[config.mk]
export PLATFORM = sky130hd
export DESIGN_NAME = pim_indirect_addr_gen
export DESIGN_NICKNAME = d
export VERILOG_FILES = /design/src/rtl/pim_indirect_addr_gen.sv
export SDC_FILE = /design/constraint.sdc
export NUM_CORES = 1
export LEC_CHECK = 0
export CAP_MARGIN = 20
export CORE_MARGIN = 5
export CORE_UTILIZATION = 40
export CTS_BUF_LIST = sky130_fd_sc_hd__clkbuf_2 sky130_fd_sc_hd__clkbuf_4 sky130_fd_sc_hd__clkbuf_8
export DETAILED_ROUTE_END_ITERATION = 8
export GPL_ROUTABILITY_DRIVEN = 0
export PLACE_DENSITY = 0.65
export RECOVER_POWER = 50
export SLEW_MARGIN = 40
export SYNTH_ARGS = -nofsm -noshare
export SYNTH_HDL_FRONTEND = slang
export SYNTH_SLANG_ARGS = --single-unit
[constraint.sdc]
create_clock -name clk -period 6.45 [get_ports clk]
set_clock_uncertainty 0.05 [all_clocks]
set_input_delay 1.29 -clock clk [delete_from_list [all_inputs] [get_ports clk]]
set_output_delay 1.29 -clock clk [all_outputs]
set_load 0.005 [all_outputs]
[src/rtl/pim_indirect_addr_gen.sv]
// Gather-address generator: fetches an index table line by line and emits
// target_base + (index << size_shift) per element on a valid/ready stream.
module pim_indirect_addr_gen #(
    parameter int unsigned DATA_W = 256,
    parameter int unsigned ADDR_W = 32
) (
    input  logic              clk,
    input  logic              rst_x,
    input  logic [31:0]       i_args_reg_A,
    input  logic [31:0]       i_args_reg_B,
    input  logic [31:0]       i_args_reg_C,
    input  logic              i_start,
    input  logic              i_HPC_clear,
    output logic              o_rd_req_valid,
    output logic [ADDR_W-1:0] o_rd_req_addr,
    input  logic              i_rd_req_ready,
    input  logic              i_rd_rvalid,
    input  logic [DATA_W-1:0] i_rd_rdata,
    output logic              o_addr_valid,
    output logic [ADDR_W-1:0] o_addr,
    input  logic              i_addr_ready,
    output logic              o_busy,
    output logic              o_done,
    output logic [15:0]       o_emit_cnt
);

    localparam int unsigned LANES  = DATA_W / 32;
    localparam int unsigned LANE_W = $clog2(LANES);
    localparam int unsigned LINE_B = DATA_W / 8;
    localparam int unsigned OFF_W  = $clog2(LINE_B);

    typedef enum logic [2:0] {
        IDLE,
        RD_REQ,
        RD_WAIT,
        EMIT,
        DONE
    } state_t;

    state_t              state_q, state_d;
    logic [ADDR_W-1:0]   a_q, a_d;
    logic [ADDR_W-1:0]   b_q, b_d;
    logic [15:0]         n_q, n_d;
    logic [2:0]          shift_q, shift_d;
    logic [15:0]         line_idx_q, line_idx_d;
    logic [LANE_W-1:0]   lane_q, lane_d;
    logic [DATA_W-1:0]   line_q, line_d;
    logic [15:0]         emit_cnt_q, emit_cnt_d;
    logic [31:0]         lane_val;
    logic                unused_ok;

    assign unused_ok = ^{i_args_reg_C[31:19], i_args_reg_A[OFF_W-1:0]};

    always_ff @(posedge clk) begin
        if (rst_x) begin
            state_q    <= IDLE;
            a_q        <= '0;
            b_q        <= '0;
            n_q        <= '0;
            shift_q    <= '0;
            line_idx_q <= '0;
            lane_q     <= '0;
            line_q     <= '0;
            emit_cnt_q <= '0;
        end else begin
            state_q    <= state_d;
            a_q        <= a_d;
            b_q        <= b_d;
            n_q        <= n_d;
            shift_q    <= shift_d;
            line_idx_q <= line_idx_d;
            lane_q     <= lane_d;
            line_q     <= line_d;
            emit_cnt_q <= emit_cnt_d;
        end
    end

    always_comb begin
        state_d    = state_q;
        a_d        = a_q;
        b_d        = b_q;
        n_d        = n_q;
        shift_d    = shift_q;
        line_idx_d = line_idx_q;
        lane_d     = lane_q;
        line_d     = line_q;
        emit_cnt_d = emit_cnt_q;

        case (state_q)
            IDLE: begin
                if (i_start) begin
                    a_d        = {i_args_reg_A[ADDR_W-1:OFF_W], {OFF_W{1'b0}}};
                    b_d        = i_args_reg_B;
                    n_d        = i_args_reg_C[15:0];
                    shift_d    = i_args_reg_C[18:16];
                    line_idx_d = '0;
                    lane_d     = '0;
                    emit_cnt_d = '0;
                    state_d    = (i_args_reg_C[15:0] == 16'd0) ? DONE : RD_REQ;
                end
            end
            RD_REQ: begin
                if (i_rd_req_ready) begin
                    state_d = RD_WAIT;
                end
            end
            RD_WAIT: begin
                if (i_rd_rvalid) begin
                    line_d  = i_rd_rdata;
                    lane_d  = '0;
                    state_d = EMIT;
                end
            end
            EMIT: begin
                if (i_addr_ready) begin
                    emit_cnt_d = emit_cnt_q + 16'd1;
                    lane_d     = lane_q + LANE_W'(1);
                    // Completion takes precedence over refilling on the last lane.
                    if (emit_cnt_q + 16'd1 == n_q) begin
                        state_d = DONE;
                    end else if (lane_q == LANE_W'(LANES - 1)) begin
                        line_idx_d = line_idx_q + 16'd1;
                        state_d    = RD_REQ;
                    end
                end
            end
            DONE: begin
                state_d = IDLE;
            end
            default: begin
                state_d = IDLE;
            end
        endcase

        if (i_HPC_clear) begin
            state_d    = IDLE;
            emit_cnt_d = '0;
        end
    end

    assign lane_val       = line_q[{lane_q, 5'd0} +: 32];
    assign o_rd_req_valid = (state_q == RD_REQ);
    assign o_rd_req_addr  = a_q + ADDR_W'(line_idx_q) * ADDR_W'(LINE_B);
    assign o_addr_valid   = (state_q == EMIT);
    assign o_addr         = b_q + ADDR_W'(lane_val << shift_q);
    assign o_busy         = (state_q == RD_REQ) || (state_q == RD_WAIT) || (state_q == EMIT);
    assign o_done         = (state_q == DONE);
    assign o_emit_cnt     = emit_cnt_q;

endmodule

==> metrics.cfg <==
[logic_synthesis]
ys.flop_type = dfxtp_1
syn_area_sq_um = 19200
avgSynthCellArea_sq_um = 7.95
syn_inst = 2420
synth-async-reset-ratio_pct = 0
yosys-top-cells-area = dfxtp_1 (39%), nand2_1 (15%), a21oi_1 (10%)
synth_warnings = 0
ys_seq_elements = 372
netlist.top_cell.by_area = dfxtp_1
yosysMostFrequentCell = nand2_1
ys_types = 67
yosysSeqAreaShare_pct = 38.7
yosysTopAreaCellShare_pct = 38.7
synth_common_cells = nand2_1 (790), a21oi_1 (401), dfxtp_1 (372)
synth_edf_count = 0

[routing]
vias_per_cell = 5.33
drt-wirelength-per-cell_um = 18.7
drt_iter0_markers = 1477
drt_wl_total_um = 65400
dr.pass1.iters = 5
dr_total_vias = 18600
drtAntennaViolNets = 0
drc_errors = 0

[pwr]
powerDensity_nw_per_um2 = 211
power.leakage_nw = 9.55
p_seq_share_pct = 42.6
swShare_pct = 25.7
ir_drop_v = 0.000183
p_sw_mw = 1.43
p_comb_share_pct = 13.6
finalPower_mw = 5.57
pwr-share-clk_pct = 43.8
p_int_mw = 4.14

[outcome]
status = finished, violations left
violations = capacitance limit, slew limit

[clock_network]
worstSkewPairLatency_ns = 0.65
clk_path_buf_depth = 3
cts_buffers = 67
root_buffer = clkbuf_8
clkTransAtPathRegs_ns = 0.06
hold_buffers = 0
clock-sinks = 372
tritoncts = done
cts_max_level = 3

[global_routing]
grt_pass1_wl_um = 100000
grt-ovfl-total = 0
track_usage_pct = 23.8
grt_start_max_net_pins = 128
grt_pass1_vias = 18300
antenna_found_initial = 8

[place]
numPlacedInstances = 3335
place_area_sq_um = 24100
dp_slack_ns = -0.0831
dp_hpwl_um = 47800
portBuffers = 419

[worst_setup_path]
slowest_delay_ns = 0.61
cp.arrival_ns = 4.98
start_kind = flip-flop
crit_chain = buf_12 > buf_6 > mux4_2 > mux2i_2 > nand2_1 > nand2_1 > nor2_2 > a31oi_2 > a21oi_2 > ha_1 > buf_4 > o21ai_2 > nor2_2 > o211ai_1 > nand3_2 > o31ai_4 > o21ai_2 > a221o_1 > a21oi_2 > xnor2_1 > buf_2
crit_path_end_kind = output pin
critPathRequiredTime_ns = 5.11
slowest_stage = mux4_2
crit_path_max_fanout = 4
worstSetupPathType = flip-flop to output pin

[layout]
postLayoutCellArea_sq_um = 26400
drive_gt1_share_pct = 14.1
fin_cells = 3490
utilization_pct = 55.4
nNetsFinal = 3234
fill_cells = 4312
syn2layout_area_growth_pct = 37.3

[floorplan]
start_util_pct = 40.4
die_area_sq_um = 52600
io_pins = 443
die_width_um = 229
die_y_um = 229
rows = 80
coreArea_sq_um = 47600

[timing]
drv_slew = 265
hold_viol_final = 0
tightest_slew_ns = 3.83
fmax_mhz = 158
setup_viol = 0
min_period_over_period_pct = 98.0
relSlewSlack_pct = -156
period_minus_slack_ns = 6.32
rsz0062_at_grt = yes
setup_ws_ns = 0.132

[hold_path]
hold_path.class = flip-flop to flip-flop

[run]
cap_violations = 3

-- critical path, delay by kind of cell, from the launching register on --
| family | cells | cell delay, ns |
|---|---|---|
| xor+xnor | 1 | 0.14 |
| flops | 1 | 0.41 |
| compound gates | 8 | 1.63 |
| buf+inv | 4 | 0.52 |
| fa+ha+maj | 1 | 0.32 |
| mux | 2 | 0.81 |
| simple gates | 5 | 0.49 |
-- logic make-up after synthesis --
| kind of cell | synth area share, % |
|---|---|
| compound gates | 15.8 |
| xor+xnor | 3.69 |
| fa+ha+maj | 3.53 |
| buf+inv | 4.27 |
| flops | 38.7 |
| mux | 12.2 |
| other cells | 0.0195 |
| simple gates | 21.8 |
-- area by class of cell --
type | instances | area [sq um] | share of cell area [%]
tap | 615 | 769 | 2.92
antenna | 3 | 7.51 | 0.0284
clock buffer | 100 | 1260 | 4.79
sequential | 372 | 7460 | 28.3
multi-input combinational | 1845 | 11500 | 43.7
clock inverter | 19 | 208 | 0.787
inverter | 34 | 128 | 0.484
timing repair buffer | 502 | 5040 | 19.1
-- final timing paths --
check / from / end / slack [ns] / cells after the start
min reg2reg: line_q[198]$_SDFFE_PP0P_ / line_q[198]$_SDFFE_PP0P_ / 0.40 / 2
max: lane_q[0]$_SDFFE_PP0P_ / o_addr[29] / 0.13 / 21
min: line_q[198]$_SDFFE_PP0P_ / line_q[198]$_SDFFE_PP0P_ / 0.40 / 2
max reg2reg: state_q[1]$_SDFFE_PP0P_ / line_idx_q[4]$_SDFFE_PP0P_ / 0.96 / 7
-- layout by cell type (no fill, tap or decap), types with 14 or more instances in the layout --
cell and n:
xnor2_1 52, xor2_1 29, nand3_1 22, clkdlybuf4s50_1 402, nand2_1 778, nand2b_1 14
ha_1 45, clkbuf_8 82, clkbuf_4 18, buf_4 58, inv_1 34, mux2i_1 22
mux4_2 77, mux2_2 19, nor2_1 87, nor3_1 23, dfxtp_1 367, o21ai_0 32
and3_1 17, a21oi_1 389
-- stage by stage --
step / TNS [ns] / hold WS [ns]
5_1_grt: -1.26 / 0.416
3_5_place_dp: -0.141 / 0.394
4_1_cts: -0.0108 / 0.402
2_1_floorplan: 0 / 0.383
3_3_place_gp: -0.166 / 0.390
6_report: 0 / 0.402
-- state kept, by name (all words and copies together), names as in the netlist --
| name | count |
|---|---|
| line_q | 256 |
| b_q | 32 |
| a_q | 27 |
| line_idx_q | 16 |
| n_q | 16 |
| o_emit_cnt | 16 |
| lane_q | 3 |
| shift_q | 3 |
| state_q | 3 |
-- power by group through the flow --
stage	Clock [mW]	Combinational, mW	Sequential [mW]
after global routing	2.60	0.818	2.38
final	2.44	0.759	2.37
after global placement	0	0.704	2.42
after floorplan	0	0.314	2.41
after CTS	2.51	0.727	2.37
after detailed placement	0	0.716	2.42
-- repair_timing --
item,4_1_cts,5_1_grt
pin swaps,25,41
buffers inserted,21,13
endpoints found under the setup margin,20,20
hold endpoints to repair,0,0
cloned,2,0
resized for setup,90,75
-- routing by layer --
metal	wire (um)	GRT usage [%]
met5	70	0
met2	31200	39.7
met4	1500	6.31
met1	28500	30.9
met3	4040	5.83
Note: power is estimated with default switching activity, not from simulation.
